### src/rtl/defines_package.sv
// -----------------------------------------------------------------------------
// defines_package
// Shared definitions for the wireframe path:
//   Color                - packed 24-bit RGB pixel colour
//   RED/GREEN/BLUE/...   - a few named colours
//   WIREFRAME_ADDR_SIZE  - address width of the 1-bit wireframe buffer
//   SCREEN_WIDTH/HEIGHT  - default screen dimensions
//   scan_state_t         - scanout FSM state encoding
// -----------------------------------------------------------------------------
package defines_package;

  typedef struct packed {
    logic [7:0] r;
    logic [7:0] g;
    logic [7:0] b;
  } Color;

  localparam Color BLACK = '{r: 8'h00, g: 8'h00, b: 8'h00};
  localparam Color WHITE = '{r: 8'hFF, g: 8'hFF, b: 8'hFF};
  localparam Color RED   = '{r: 8'hFF, g: 8'h00, b: 8'h00};
  localparam Color GREEN = '{r: 8'h00, g: 8'hFF, b: 8'h00};
  localparam Color BLUE  = '{r: 8'h00, g: 8'h00, b: 8'hFF};

  localparam int SCREEN_WIDTH        = 64;
  localparam int SCREEN_HEIGHT       = 64;
  localparam int WIREFRAME_ADDR_SIZE = 12;  // 64*64 one-bit locations

  typedef enum logic [1:0] {
    ST_IDLE  = 2'd0,
    ST_SCAN  = 2'd1,
    ST_DRAIN = 2'd2
  } scan_state_t;

endpackage

### src/rtl/scanout_fifo.sv
// -----------------------------------------------------------------------------
// scanout_fifo
// Two-entry synchronous FIFO between the buffer read capture and the pixel
// output port. Head data is visible on dout whenever the FIFO is non-empty.
// Ports:
//   clk, rst      clock, asynchronous active-high reset
//   push, din     write one entry (ignored when full)
//   pop           remove the head entry (ignored when empty)
//   dout          head entry
//   count         number of stored entries (0..2)
//   empty, full   occupancy flags
// -----------------------------------------------------------------------------
module scanout_fifo #(
  parameter int W = 8
) (
  input  logic         clk,
  input  logic         rst,
  input  logic         push,
  input  logic         pop,
  input  logic [W-1:0] din,
  output logic [W-1:0] dout,
  output logic [1:0]   count,
  output logic         empty,
  output logic         full
);

  logic [W-1:0] mem_reg [2];
  logic         wr_ptr_reg;
  logic         rd_ptr_reg;
  logic [1:0]   count_reg;
  logic         do_push;
  logic         do_pop;

  assign empty   = (count_reg == 2'd0);
  assign full    = (count_reg == 2'd2);
  assign count   = count_reg;
  assign do_push = push & ~full;
  assign do_pop  = pop & ~empty;
  assign dout    = mem_reg[rd_ptr_reg];

  always_ff @(posedge clk or posedge rst) begin
    if (rst) begin
      for (int i = 0; i < 2; i++) begin
        mem_reg[i] <= '0;
      end
      wr_ptr_reg <= 1'b0;
      rd_ptr_reg <= 1'b0;
      count_reg  <= 2'd0;
    end else begin
      if (do_push) begin
        mem_reg[wr_ptr_reg] <= din;
        wr_ptr_reg          <= ~wr_ptr_reg;
      end
      if (do_pop) begin
        rd_ptr_reg <= ~rd_ptr_reg;
      end
      // Simultaneous push and pop leaves the count unchanged.
      case ({do_push, do_pop})
        2'b10:   count_reg <= count_reg + 2'd1;
        2'b01:   count_reg <= count_reg - 2'd1;
        default: count_reg <= count_reg;
      endcase
    end
  end

endmodule

### src/rtl/wireframe_scanout.sv
// -----------------------------------------------------------------------------
// wireframe_scanout
// Sweeps the 1-bit wireframe buffer in raster order, maps each bit to the
// foreground/background colour and streams pixels out on a valid/ready port.
// Optionally clears every location right after it has been read.
// Ports:
//   clk, rst                   clock, asynchronous active-high reset
//   start                      pulse: begin a frame (only honoured when idle)
//   clear_on_read              sampled with start: clear-behind-read enable
//   fg_color, bg_color         colours for bit=1 / bit=0, sampled with start
//   rd_en, rd_addr, rd_data    buffer read port (rd_data one cycle after rd_en)
//   clr_en, clr_addr           buffer clear port (write data is always 0)
//   px_valid, px_ready         pixel stream handshake
//   px_color, px_x, px_y       pixel payload
//   px_sof, px_eol             first pixel of frame / last pixel of line
//   busy                       frame in progress
//   done                       pulse: every pixel of the frame delivered
// -----------------------------------------------------------------------------
module wireframe_scanout
  import defines_package::*;
#(
  parameter int H_RES  = SCREEN_WIDTH,
  parameter int V_RES  = SCREEN_HEIGHT,
  parameter int ADDR_W = WIREFRAME_ADDR_SIZE,
  parameter int X_W    = $clog2(H_RES),
  parameter int Y_W    = $clog2(V_RES)
) (
  input  logic              clk,
  input  logic              rst,
  input  logic              start,
  input  logic              clear_on_read,
  input  Color              fg_color,
  input  Color              bg_color,
  output logic              rd_en,
  output logic [ADDR_W-1:0] rd_addr,
  input  logic              rd_data,
  output logic              clr_en,
  output logic [ADDR_W-1:0] clr_addr,
  output logic              px_valid,
  input  logic              px_ready,
  output Color              px_color,
  output logic [X_W-1:0]    px_x,
  output logic [Y_W-1:0]    px_y,
  output logic              px_sof,
  output logic              px_eol,
  output logic              busy,
  output logic              done
);

  localparam int PAYLOAD_W = $bits(Color) + X_W + Y_W + 2;

  function automatic logic [ADDR_W-1:0] lin_addr(input logic [X_W-1:0] x,
                                                 input logic [Y_W-1:0] y);
    return ADDR_W'(y) * ADDR_W'(H_RES) + ADDR_W'(x);
  endfunction

  // ---------------------------------------------------------------------------
  // State
  // ---------------------------------------------------------------------------
  scan_state_t    state_reg, state_next;
  logic [X_W-1:0] x_reg;
  logic [Y_W-1:0] y_reg;
  Color           fg_reg;
  Color           bg_reg;
  logic           clear_reg;

  // Read issued last cycle; its data arrives on rd_data this cycle.
  logic           inflight_reg;
  logic [X_W-1:0] cap_x_reg;
  logic [Y_W-1:0] cap_y_reg;

  logic           issue;
  logic           start_accept;
  logic           frame_done;
  logic           x_last;
  logic           y_last;

  // FIFO plumbing
  logic                 push;
  logic                 pop;
  logic [PAYLOAD_W-1:0] push_data;
  logic [PAYLOAD_W-1:0] head_data;
  logic [1:0]           fifo_count;
  logic                 fifo_empty;
  logic                 fifo_full;
  logic [2:0]           credits_used;

  Color           cap_color;
  logic           cap_sof;
  logic           cap_eol;
  Color           head_color;
  logic [X_W-1:0] head_x;
  logic [Y_W-1:0] head_y;
  logic           head_sof;
  logic           head_eol;

  assign x_last = (x_reg == X_W'(H_RES - 1));
  assign y_last = (y_reg == Y_W'(V_RES - 1));

  assign pop  = ~fifo_empty & px_ready;
  assign push = inflight_reg;

  // Slots committed downstream: stored entries plus the read in flight. The
  // entry leaving this cycle frees its slot immediately, which is what lets
  // the scan sustain one read per clock while the consumer keeps up. The next
  // cycle's occupancy is then at most 2, so the FIFO can never overflow.
  assign credits_used = {1'b0, fifo_count} + {2'b00, inflight_reg} - {2'b00, pop};

  // ---------------------------------------------------------------------------
  // FSM
  // ---------------------------------------------------------------------------
  always_ff @(posedge clk or posedge rst) begin
    if (rst) begin
      state_reg <= ST_IDLE;
    end else begin
      state_reg <= state_next;
    end
  end

  always_comb begin
    state_next   = state_reg;
    issue        = 1'b0;
    start_accept = 1'b0;
    frame_done   = 1'b0;
    case (state_reg)
      ST_IDLE: begin
        if (start) begin
          start_accept = 1'b1;
          state_next   = ST_SCAN;
        end
      end
      ST_SCAN: begin
        if (credits_used < 3'd2) begin
          issue = 1'b1;
          if (x_last && y_last) begin
            state_next = ST_DRAIN;
          end
        end
      end
      ST_DRAIN: begin
        // With no reads left to issue, an empty FIFO and nothing in flight
        // mean the final pixel has already been handed over.
        if (fifo_empty && !inflight_reg) begin
          frame_done = 1'b1;
          state_next = ST_IDLE;
        end
      end
      default: begin
        state_next = ST_IDLE;
      end
    endcase
  end

  assign busy  = (state_reg != ST_IDLE) && !frame_done;
  assign done  = frame_done;
  assign rd_en = issue;

  // ---------------------------------------------------------------------------
  // Frame settings and raster counters
  // ---------------------------------------------------------------------------
  always_ff @(posedge clk or posedge rst) begin
    if (rst) begin
      fg_reg    <= '0;
      bg_reg    <= '0;
      clear_reg <= 1'b0;
      x_reg     <= '0;
      y_reg     <= '0;
    end else if (start_accept) begin
      fg_reg    <= fg_color;
      bg_reg    <= bg_color;
      clear_reg <= clear_on_read;
      x_reg     <= '0;
      y_reg     <= '0;
    end else if (issue) begin
      if (x_last) begin
        x_reg <= '0;
        y_reg <= y_last ? '0 : y_reg + Y_W'(1);
      end else begin
        x_reg <= x_reg + X_W'(1);
      end
    end
  end

  assign rd_addr = lin_addr(x_reg, y_reg);

  // ---------------------------------------------------------------------------
  // Capture: remember where the outstanding read points so its data can be
  // tagged when it returns.
  // ---------------------------------------------------------------------------
  always_ff @(posedge clk or posedge rst) begin
    if (rst) begin
      inflight_reg <= 1'b0;
      cap_x_reg    <= '0;
      cap_y_reg    <= '0;
    end else begin
      inflight_reg <= issue;
      if (issue) begin
        cap_x_reg <= x_reg;
        cap_y_reg <= y_reg;
      end
    end
  end

  assign cap_color = rd_data ? fg_reg : bg_reg;
  assign cap_sof   = (cap_x_reg == '0) && (cap_y_reg == '0);
  assign cap_eol   = (cap_x_reg == X_W'(H_RES - 1));
  assign push_data = {cap_color, cap_x_reg, cap_y_reg, cap_sof, cap_eol};

  // The location is cleared on the buffer's second port in the same cycle its
  // data is captured, so the read has already completed.
  assign clr_en   = inflight_reg & clear_reg;
  assign clr_addr = clr_en ? lin_addr(cap_x_reg, cap_y_reg) : '0;

  // ---------------------------------------------------------------------------
  // Output FIFO
  // ---------------------------------------------------------------------------
  scanout_fifo #(
    .W (PAYLOAD_W)
  ) u_fifo (
    .clk   (clk),
    .rst   (rst),
    .push  (push),
    .pop   (pop),
    .din   (push_data),
    .dout  (head_data),
    .count (fifo_count),
    .empty (fifo_empty),
    .full  (fifo_full)
  );

  assign {head_color, head_x, head_y, head_sof, head_eol} = head_data;

  // Payload is forced to zero while nothing is on offer so stale entries never
  // show on the port.
  assign px_valid = ~fifo_empty;
  assign px_color = px_valid ? head_color : '0;
  assign px_x     = px_valid ? head_x : '0;
  assign px_y     = px_valid ? head_y : '0;
  assign px_sof   = px_valid & head_sof;
  assign px_eol   = px_valid & head_eol;

endmodule

### config.mk
export PLATFORM = sky130hd
export DESIGN_NAME = wireframe_scanout
export DESIGN_NICKNAME = d
export VERILOG_FILES = /design/src/rtl/defines_package.sv /design/src/rtl/scanout_fifo.sv /design/src/rtl/wireframe_scanout.sv
export SDC_FILE = /design/constraint.sdc
export NUM_CORES = 1
export LEC_CHECK = 0
export CAP_MARGIN = 20
export CORE_ASPECT_RATIO = 0.8
export CORE_MARGIN = 2
export CORE_UTILIZATION = 54
export DETAILED_ROUTE_END_ITERATION = 12
export GPL_ROUTABILITY_DRIVEN = 0
export PLACE_DENSITY = 0.78
export SLEW_MARGIN = 40
export SYNTH_ARGS = -nofsm -noshare
export SYNTH_HDL_FRONTEND = slang
export SYNTH_HIERARCHICAL = 1
export SYNTH_SLANG_ARGS = --single-unit
### constraint.sdc
create_clock -name clk -period 4.3 [get_ports clk]
set_clock_uncertainty 0.1 [all_clocks]
set_input_delay 1.075 -clock clk [delete_from_list [all_inputs] [get_ports clk]]
set_output_delay 1.075 -clock clk [all_outputs]
set_load 0.005 [all_outputs]
Yosys cells after proc, flatten, opt, wreduce, memory -nomap -nowiden. Index checks and enable logic that the tools add are counted.

Bits in registers: 156. Input bits: 54. Output and inout bits: 67. Logic and storage cells: 101.

Add/subtract/negate cells: 8. Order comparisons: 4. Equal/unequal tests: 12. Muxes and demuxes: 30. Bitwise gates (word level): 12. Reductions and logical operators: 17.

Operator list (number): $mux 38 (4); $bwmux 76 (1); $mux 6 (9); $mux 24 (2); $demux 38 s1 (1); $add 12x6->12 (2); $eq 6x6->1 const B (3); $add 6x1->6 const B (2); $logic_not 6->1 (2); $mux 12 (1); $mux 2 (4); $ne 2x2->1 const B (4); $reduce_bool 2->1 (4); $and 1x1->1 (6); $eq 2x2->1 const B (3); $mux 1 (6); $pmux 2 s3 (1); $logic_and 1x1->1 (5); $eq 2x1->1 const B (2); $ge 2x2->1 const B (2); $logic_not 2->1 (2); $not 1->1 (4); $not 1->2 (2); $pmux 2 s2 (1); 9 further kinds (10).

Longest topological paths before layout. Gate-level depths: netlist of the first run.

Depth after elaboration: 9. Depth in mapped cells: 12. Depth with buffers taken out: 10.

By module. The synthesis of the first run kept the hierarchy.

Modules (own cells, without submodules): wireframe_scanout (instances 1, cells an instance 420, area an instance 3846.2 um^2, seq. area each 1901.8 um^2); scanout_fifo (instances 1, cells an instance 221, area an instance 3608.5 um^2, seq. area each 2001.9 um^2).

Worst setup path after synthesis of the first run. No wires, ideal clock.

Kind: input-to-output. From: in px_ready. To: out rd_en. Arrival time: 2.836 ns. Required time: 3.125 ns. Setup slack: 0.289 ns. Stages: 8. Path buffers: 1. Cells stage by stage: nor2b_1 -> ha_1 -> nand2b_1 -> fa_1 -> xnor2_1 -> nand2_1 -> buf_4 -> inv_1.

Word-level cells in the longest chain between the ends: 5.

RTL lines: from (decl) (RTL line wireframe_scanout.sv:40) `input logic px_ready,`; $and 1x1->1 (RTL line wireframe_scanout.sv:100) `assign pop = ~fifo_empty & px_ready;`; $sub 3x1->3 (RTL line wireframe_scanout.sv:107) `assign credits_used = {1'b0, fifo_count} + {2'b00, inflight_reg} - {2'b00, pop};`; $lt 3x2->1 (RTL line wireframe_scanout.sv:133) `if (credits_used < 3'd2) begin`; $mux 1 (RTL line wireframe_scanout.sv:133); $mux 1 (RTL line wireframe_scanout.sv:125) `case (state_reg)`; to (decl) (RTL line wireframe_scanout.sv:34) `output logic rd_en,`.

No other way between the ends.

Final worst setup path of the first run.
From: in px_ready. To: out rd_en.

Word-level cells in the longest chain between the ends: 5.

RTL lines: $and 1x1->1 (RTL line wireframe_scanout.sv:100); named net pop (RTL line wireframe_scanout.sv:80) `logic pop;`; $sub 3x1->3 (RTL line wireframe_scanout.sv:107); $lt 3x2->1 (RTL line wireframe_scanout.sv:133); $mux 1 (RTL line wireframe_scanout.sv:133); $mux 1 (RTL line wireframe_scanout.sv:125).

The timed path passes the listed nets, and every way through them passes these cells.

==> results of run 1 <==
what timing repair did:
item | 4_1_cts | 5_1_grt
resized for setup | 9 | 0
endpoints found under the setup margin | 1 | 0
setup buffers | 2 | 0
power breakdown:
part | leakage, nW | total [mW] | switching (mW) | internal, mW
clock | 0.304 | 1.59 | 0.557 | 1.03
sequential | 2.01 | 2.31 | 0.376 | 1.93
combinational | 2.20 | 2.42 | 1.00 | 1.42
worst max-delay path, stage by stage:
cell	delay [ns]
dlygate4sd2_1	0.25
nor2b_4	0.13
ha_1	0.29
nand2b_4	0.14
fa_1	0.43
xnor2_1	0.29
nand2_2	0.12
inv_2	0.08
clkdlybuf4s15_2	0.20
how the worst max path moves through the flow:
stage / from / end / slack (ns)
final: px_ready / rd_en / 0.12
after global routing: px_ready / rd_en / 0.03
after CTS: px_ready / rd_en / 0.19
after detailed placement: px_ready / rd_en / -0.41
after global placement: px_ready / rd_en / -0.37
after floorplan: px_ready / rd_en / 0.29
per-stage QoR:
stage / hold slack, ns / std cells / TNS, ns
floorplan: 0.340 / 640 / 0
global placement: 0.354 / 922 / -0.370
detailed placement: 0.357 / 922 / -0.409
CTS: 0.374 / 955 / 0
global route: 0.399 / 955 / 0
finish: 0.370 / 955 / 0
routing by layer:
metal  GRT usage [%]  up-vias  part of all wire [%]  wire, um
met5               0        -                     0         0
met1            33.0     2615                    44      7600
met4            8.56        0                   1.2       209
li1                -     2405                     -         -
met3            4.83       21                   5.0       862
met2            41.8      152                    49      8480
area by class of cell:
| class | count | area (um^2) | area share, % |
|---|---|---|---|
| multi-input cells | 443 | 3340 | 35.3 |
| clock buffers | 25 | 495 | 5.23 |
| clock inverters | 6 | 133 | 1.40 |
| inverters | 7 | 32.5 | 0.344 |
| well taps | 180 | 225 | 2.38 |
| repair buffers | 138 | 1340 | 14.1 |
| flip-flops and latches | 156 | 3910 | 41.2 |
==> qor.log, run 1 <==
[setup_path] Crit Path Category input port to primary output
[global_route] largest net degree at the start of global routing 57
[global_route] via count of the first global-routing pass 5563
[detailed_routing] post-detailed-route wirelength per cell 18.0 um
[power_and_ir_drop] power density cells 667 mW/mm^2
[power_and_ir_drop] total power consumption of the routed design 6.31 mW
[cells_and_area] post-layout net count 822
[cells_and_area] flip-flop count of the largest register after layout 76
[yosys] syn nets 699
[setup_path] nature of the critical path startpoint input port
[cells_and_area] share of post-route cells with drive strength above 1 27.6%
[setup_path] crit path capture type primary output
[setup_path] r2r setup slk 1.29 ns
[detailed_routing] iteration-0 DRC count of the detailed router 297
[sta] number of slew-limit violations in the final report 0
[cells_and_area] most frequent standard cell in the layout excluding fill and tap cells nand2_1
[hold_path] startpoint of the worst hold path fg_reg[12]
[global_route] global-route congestion overflow total 0
[sta] final critical-path setup slack 0.118 ns
[cells_and_area] highest-count cells in the layout ignoring fill and taps nand2_1 (157), dfrtp_1 (155), mux2_2 (126)
[sta] unrepaired setup endpoints after global routing false
[cts] Clock Tree Buf Depth 2
[yosys] mapped cell area 0.00745 mm^2
[place] sum of net half-perimeters after detailed placement 11100 um
[cells_and_area] Layout area overhead 27.1%
[power_and_ir_drop] standby leakage power 4.51 nW
[floorplan] floorplan core area 0.0135 mm^2
[sta] Final Hold Violating Endpoints 0
[yosys] average size of a mapped cell 11.6 um^2
[cells_and_area] Layout Cell Area excl Fill 0.00947 mm^2
[place] worst slack after detailed placement -0.409 ns
[global_route] global routing usage summed across all routing layers 25.0%
[hold_path] min-delay worst type register to register
[global_route] global-route wire length before repair 28200 um
[cts] TritonCTS clock tree done
[floorplan] Starting Density 55.2%
[cts] register clock-pin slew on the reported worst setup and hold paths 0.06 ns
[cts] clk sink count 156
[detailed_routing] number of search-and-repair iterations in the first detailed-routing pass 4
[floorplan] height of the chip 109 um
[detailed_routing] final routed DRC violation total 0
[global_route] number of antenna violations at the first check in global routing 0
[setup_path] endpoint of the lowest-slack register-to-register path x_reg[5]
[status] outcome complete, no violations
[cts] hold buffer count at cts 0
[cts] Clk Tree Root Cell clkbuf_16
[hold_path] Hold Path Depth 2
[power_and_ir_drop] worst vdd rail ir drop 0.435 mV
[cts] total number of H-tree levels 4
[hold_path] capture endpoint of the worst hold path fg_reg[12]
[cts] clock buffer count from CTS 17
[sta] remaining max-slew budget at the tightest pin 52.0%
[setup_path] highest net fanout along the worst path 2
[place] port buffer count 120
[detailed_routing] post-detailed-route via-to-cell ratio 5.44
[floorplan] num rows 38
[detailed_routing] Detail Route Antenna Nets 0
[yosys] cell count after synthesis 640
[place] Cell Area, Placed 0.00881 mm^2
[sta] crit share post-route 97.2%
[floorplan] count of pins on the block boundary 121
[yosys] count of yosys warnings during synthesis 6
[sta] FMAX 239 MHz
[setup_path] number of cells on the worst reg-to-reg path 11
[job] number of maximum-capacitance violations 0
[cts] clock latency of the later-clocked register in the worst-skew pair 0.42 ns
[setup_path] source of the worst register-to-register timing path u_fifo/count[1]
[floorplan] overall die area 0.0148 mm^2
[sta] post-layout min period 4.18 ns
[cells_and_area] antenna diode instance count 0
[floorplan] die span in x 135 um
[sta] final count of negative-setup-slack endpoints 0
[cells_and_area] final core occ 70.1%
[detailed_routing] total number of vias 5193
[detailed_routing] Total Wirelength 17200 um
[cells_and_area] # fillers 998
[setup_path] data required time at the worst endpoint 3.12 ns
[sta] measured slew at the worst slew-check pin 0.720 ns
[setup_path] worst endpoint data arrival time 3.01 ns
Power figures use the tool's default switching activity.
==> run 2, diff against run 1 <==
--- a/config.mk
+++ b/config.mk
@@ -12,6 +12,7 @@
 export DETAILED_ROUTE_END_ITERATION = 12
 export GPL_ROUTABILITY_DRIVEN = 0
 export PLACE_DENSITY = 0.78
+export SETUP_SLACK_MARGIN = 0.05
 export SLEW_MARGIN = 40
 export SYNTH_ARGS = -nofsm -noshare
 export SYNTH_HDL_FRONTEND = slang
==> qor.log, run 2 (synthesis gave the netlist of run 1 again) <==
[status] outcome complete, no violations
[setup_path] Crit Path Category input port to primary output
[place] Cell Area, Placed 0.00881 mm^2
[cts] clk sink count 156
[floorplan] count of pins on the block boundary 121
[cts] Clk Tree Root Cell clkbuf_16
[setup_path] crit path capture type primary output
[sta] unrepaired setup endpoints after global routing false
[power_and_ir_drop] standby leakage power 4.52 nW
[cts] register clock-pin slew on the reported worst setup and hold paths 0.06 ns
[sta] final count of negative-setup-slack endpoints 0
[sta] crit share post-route 97.0%
[global_route] global-route congestion overflow total 0
[cts] TritonCTS clock tree done
[cells_and_area] Layout area overhead 27.2%
[detailed_routing] post-detailed-route wirelength per cell 18.0 um
[floorplan] floorplan core area 0.0135 mm^2
[sta] FMAX 240 MHz
[setup_path] slowest stage cell on the critical path fa_1
[cts] hold buffer count at cts 0
[cts] Clock Tree Buf Depth 2
[floorplan] num rows 38
[setup_path] nature of the critical path startpoint input port
[detailed_routing] total number of vias 5207
[cts] clock buffer count from CTS 17
[cts] total number of H-tree levels 4
[global_route] global routing usage summed across all routing layers 25.0%
[setup_path] data required time at the worst endpoint 3.12 ns
[global_route] number of antenna violations at the first check in global routing 0
[detailed_routing] Detail Route Antenna Nets 0
[floorplan] Starting Density 55.2%
[power_and_ir_drop] power density cells 668 mW/mm^2
[setup_path] highest cell delay on the worst timing path 0.54 ns
[place] port buffer count 120
[cells_and_area] flip-flop count of the largest register after layout 76
[detailed_routing] final routed DRC violation total 0
[setup_path] highest net fanout along the worst path 2
[sta] remaining max-slew budget at the tightest pin 51.8%
[setup_path] r2r setup slk 1.25 ns
[detailed_routing] iteration-0 DRC count of the detailed router 303
[cells_and_area] share of post-route cells with drive strength above 1 27.7%
[global_route] global-route wire length before repair 28200 um
[sta] number of slew-limit violations in the final report 0
[floorplan] die span in x 135 um
[detailed_routing] post-detailed-route via-to-cell ratio 5.45
[job] number of maximum-capacitance violations 0
[global_route] largest net degree at the start of global routing 57
[sta] final critical-path setup slack 0.129 ns
[sta] worst hold slack across all endpoints 0.371 ns
[cells_and_area] Layout Cell Area excl Fill 0.00948 mm^2
[cts] clock latency of the later-clocked register in the worst-skew pair 0.42 ns
[place] worst slack after detailed placement -0.409 ns
[sta] post-layout min period 4.17 ns
[cells_and_area] antenna diode instance count 0
[hold_path] min-delay worst type register to register
[setup_path] cell-by-cell listing of the critical path dlygate4sd2_1, nor2b_4, ha_1, nand2b_4, fa_1, and3b_2, nand2_2, inv_2, clkdlybuf4s15_2
[cells_and_area] highest-count cells in the layout ignoring fill and taps nand2_1 (157), dfrtp_1 (155), mux2_2 (126)
[floorplan] overall die area 0.0148 mm^2
[power_and_ir_drop] worst vdd rail ir drop 0.433 mV
[sta] Final Hold Violating Endpoints 0
[detailed_routing] Total Wirelength 17200 um
[place] sum of net half-perimeters after detailed placement 11100 um
[global_route] via count of the first global-routing pass 5563
[cells_and_area] most frequent standard cell in the layout excluding fill and tap cells nand2_1
[floorplan] height of the chip 109 um
[setup_path] worst endpoint data arrival time 3.00 ns
[cells_and_area] post-layout net count 822
[detailed_routing] number of search-and-repair iterations in the first detailed-routing pass 4
[sta] Total Negative Setup Slacks 0 ns
[sta] measured slew at the worst slew-check pin 0.723 ns
run 2: final timing paths:
check,from,end,depth (start not counted)
min reg2reg,fg_reg[16],fg_reg[16],2
max reg2reg,u_fifo/count[1],y_reg[2],10
min,fg_reg[16],fg_reg[16],2
max,px_ready,rd_en,9
max in group asynchronous,rst,fg_reg[17],3
min in group asynchronous,rst,y_reg[1],2
run 2: stage by stage:
step	cells	power (mW)	utilization, %
after CTS	955	6.35	70.1
after global placement	922	4.56	65.2
final	955	6.33	70.2
after detailed placement	922	4.66	65.2
after floorplan	640	3.75	-
after global routing	955	6.70	70.2
run 2: metal layers:
metal	vias to the layer above	wire length (um)	track usage [%]	share of wire, %
met5	-	0	0	0
met4	0	214	8.56	1.2
met3	19	848	4.83	4.9
met2	134	8490	41.8	49
met1	2645	7640	33.0	44
li1	2409	-	-	-
run 2: where the power goes:
part | leakage [nW] | internal (mW) | switching [mW]
clock | 0.304 | 1.03 | 0.558
sequential | 2.01 | 1.93 | 0.377
combinational | 2.21 | 1.43 | 1.01
run 2: what timing repair did:
action / CTS / global route
setup endpoints to repair: 1 / 1
buffers inserted: 2 / 0
pin swaps: 1 / 0
resized for setup: 9 / 1
run 2: area by class of cell:
| type | count | area, um^2 |
|---|---|---|
| Clock inverter | 6 | 133 |
| Clock buffer | 25 | 495 |
| Multi-Input combinational cell | 443 | 3350 |
| Tap cell | 180 | 225 |
| Timing Repair Buffer | 138 | 1340 |
| Sequential cell | 156 | 3910 |
| Fill cell | 996 | 4030 |
| Inverter | 7 | 32.5 |
run 2: worst max-delay path: cells and delay by family:
family                   cells  cell delay, ns
adder cells (fa/ha/maj)      2            0.83
buffers and inverters        3            0.52
AND/OR/NAND/NOR              4            0.57
==> run 3, diff against run 2 <==
--- a/config.mk
+++ b/config.mk
@@ -5,13 +5,14 @@
 export SDC_FILE = /design/constraint.sdc
 export NUM_CORES = 1
 export LEC_CHECK = 0
+export ABC_AREA = 1
 export CAP_MARGIN = 20
 export CORE_ASPECT_RATIO = 0.8
 export CORE_MARGIN = 2
 export CORE_UTILIZATION = 54
 export DETAILED_ROUTE_END_ITERATION = 12
 export GPL_ROUTABILITY_DRIVEN = 0
-export PLACE_DENSITY = 0.78
+export PLACE_DENSITY = 0.77
 export SETUP_SLACK_MARGIN = 0.05
 export SLEW_MARGIN = 40
 export SYNTH_ARGS = -nofsm -noshare
==> qor.log, run 3 <==
[cells_and_area] antenna diode instance count 0
[cells_and_area] final std cells w/o fill 1320
[global_route] global-route congestion overflow total 0
[cells_and_area] flip-flop count of the largest register after layout 76
[setup_path] Worst Setup SP px_ready
[setup_path] crit path capture type primary output
[setup_path] source of the worst register-to-register timing path u_fifo/count[1]
[yosys] mapped cell area 0.00780 mm^2
[sta] worst hold slack across all endpoints 0.369 ns
[cts] total number of H-tree levels 4
[cells_and_area] share of post-route cells with drive strength above 1 6.43%
[power_and_ir_drop] standby leakage power 4.88 nW
[setup_path] number of cells on the worst reg-to-reg path 13
[cells_and_area] sequential cell area 0.00391 mm^2
[cells_and_area] post-layout net count 1183
[detailed_routing] number of search-and-repair iterations in the first detailed-routing pass 8
[floorplan] Starting Density 54.9%
[sta] remaining max-slew budget at the tightest pin 47.2%
[floorplan] num rows 39
[global_route] global routing usage summed across all routing layers 25.6%
[detailed_routing] Detail Route Antenna Nets 0
[cells_and_area] Layout area overhead 22.7%
[yosys] syn nets 1094
[sta] final count of negative-setup-slack endpoints 0
[cts] postcts setup bufs 0
[sta] Final Hold Violating Endpoints 0
[cells_and_area] # fillers 1209
[sta] number of slew-limit violations in the final report 0
[setup_path] nature of the critical path startpoint input port
[floorplan] overall die area 0.0154 mm^2
[detailed_routing] iteration-0 DRC count of the detailed router 752
[sta] measured slew at the worst slew-check pin 0.793 ns
[detailed_routing] Total Wirelength 19200 um
[cts] TritonCTS clock tree done
[setup_path] Crit Path Category input port to primary output
[setup_path] worst endpoint data arrival time 2.97 ns
[place] sum of net half-perimeters after detailed placement 12300 um
[detailed_routing] total number of vias 6862
[yosys] average size of a mapped cell 7.53 um^2
[power_and_ir_drop] worst vdd rail ir drop 0.330 mV
[detailed_routing] final routed DRC violation total 0
[setup_path] highest net fanout along the worst path 3
[detailed_routing] post-detailed-route wirelength per cell 14.5 um
[detailed_routing] post-detailed-route via-to-cell ratio 5.20
[cells_and_area] multi-input combinational cell area 0.00314 mm^2
[place] count of placed standard cells including taps 1289
[setup_path] timing endpoint of the critical path rd_en
[sta] crit share post-route 96.4%
[cts] hold buffer count at cts 0
[power_and_ir_drop] power density cells 702 mW/mm^2
[global_route] global-route wire length before repair 31800 um
[cts] clock buffer count from CTS 17
[sta] unrepaired setup endpoints after global routing false
[floorplan] count of pins on the block boundary 121
[place] port buffer count 120
[setup_path] endpoint of the lowest-slack register-to-register path y_reg[0]
[global_route] number of antenna violations at the first check in global routing 0
[sta] post-layout min period 4.15 ns
[floorplan] die span in x 138 um
[yosys] count of yosys warnings during synthesis 6
[setup_path] r2r setup slk 1.43 ns
[floorplan] floorplan core area 0.0142 mm^2
[cts] clock latency of the later-clocked register in the worst-skew pair 0.42 ns
[sta] FMAX 241 MHz
[yosys] cell count after synthesis 1035
[status] outcome complete, no violations
[cts] Clk Tree Root Cell clkbuf_16
[cells_and_area] most frequent standard cell in the layout excluding fill and tap cells nand2_1
[global_route] via count of the first global-routing pass 6226
[setup_path] data required time at the worst endpoint 3.12 ns
[cts] clk sink count 156
[global_route] largest net degree at the start of global routing 81
[hold_path] min-delay worst type register to register
[cts] register clock-pin slew on the reported worst setup and hold paths 0.06 ns
[floorplan] height of the chip 111 um
[job] number of maximum-capacitance violations 0
[cells_and_area] highest-count cells in the layout ignoring fill and taps nand2_1 (454), dfrtp_1 (155), clkdlybuf4s50_1 (119)
[cts] Clock Tree Buf Depth 2
## run 3: routing by layer
layer / global-route usage [%] / share of wire (%) / vias to the layer above
met2: 37.0 / 43 / 237
met4: 7.76 / 1.2 / 0
met5: 0 / 0 / -
li1: - / - / 3423
met3: 4.22 / 6.8 / 16
met1: 39.7 / 49 / 3186
## run 3: report_power, final
part | leakage (nW) | total [mW] | switching [mW] | internal [mW]
combinational | 2.62 | 2.86 | 1.75 | 1.12
sequential | 1.99 | 2.46 | 0.385 | 2.07
clock | 0.272 | 1.40 | 0.563 | 0.832
total | 4.88 | 6.72 | 2.70 | 4.02
## run 3: how the worst min path moves through the flow
stage	startpoint	to	slack, ns	cells past startpoint
2_1_floorplan	u_fifo/mem_reg[11]	u_fifo/mem_reg[11]	0.34	2
3_3_place_gp	u_fifo/mem_reg[49]	u_fifo/mem_reg[49]	0.35	2
3_5_place_dp	u_fifo/mem_reg[13]	u_fifo/mem_reg[13]	0.36	2
4_1_cts	u_fifo/mem_reg[13]	u_fifo/mem_reg[13]	0.37	2
5_1_grt	u_fifo/mem_reg[20]	u_fifo/mem_reg[20]	0.39	2
6_report	u_fifo/mem_reg[54]	u_fifo/mem_reg[54]	0.37	2
## run 3: through the flow
step | utilization (%) | total power [mW] | TNS (ns) | setup slack, ns | area, um^2
detailed placement | 63.5 | 5.32 | -0.373 | -0.373 | 9010
global placement | 63.5 | 5.23 | -0.369 | -0.369 | 9010
finish | 67.4 | 6.72 | 0 | 0.154 | 9560
global route | 67.4 | 7.24 | 0 | 0.0502 | 9560
floorplan | - | 4.26 | 0 | 0.407 | 7800
CTS | 67.3 | 6.73 | 0 | 0.125 | 9560
## run 3: final cells by class
class | instances | area share [%]
clock buffers | 23 | 5.00
repair buffers | 136 | 14.0
multi-input cells | 706 | 32.8
clock inverters | 8 | 0.706
well taps | 184 | 2.41
flip-flops and latches | 156 | 40.8
inverters | 107 | 4.21
## run 3: critical path: stages
cell,delay [ns]
clkdlybuf4s50_1,0.45
inv_1,0.04
nor2_2,0.11
ha_1,0.24
or2_4,0.23
fa_2,0.56
nand3_2,0.09
inv_2,0.07
buf_2,0.10
## run 3: what timing repair did
item,in CTS,in global routing
resized for setup,7,0
setup endpoints to repair,1,1
pin swaps,5,1
endpoints found under the hold margin,0,0
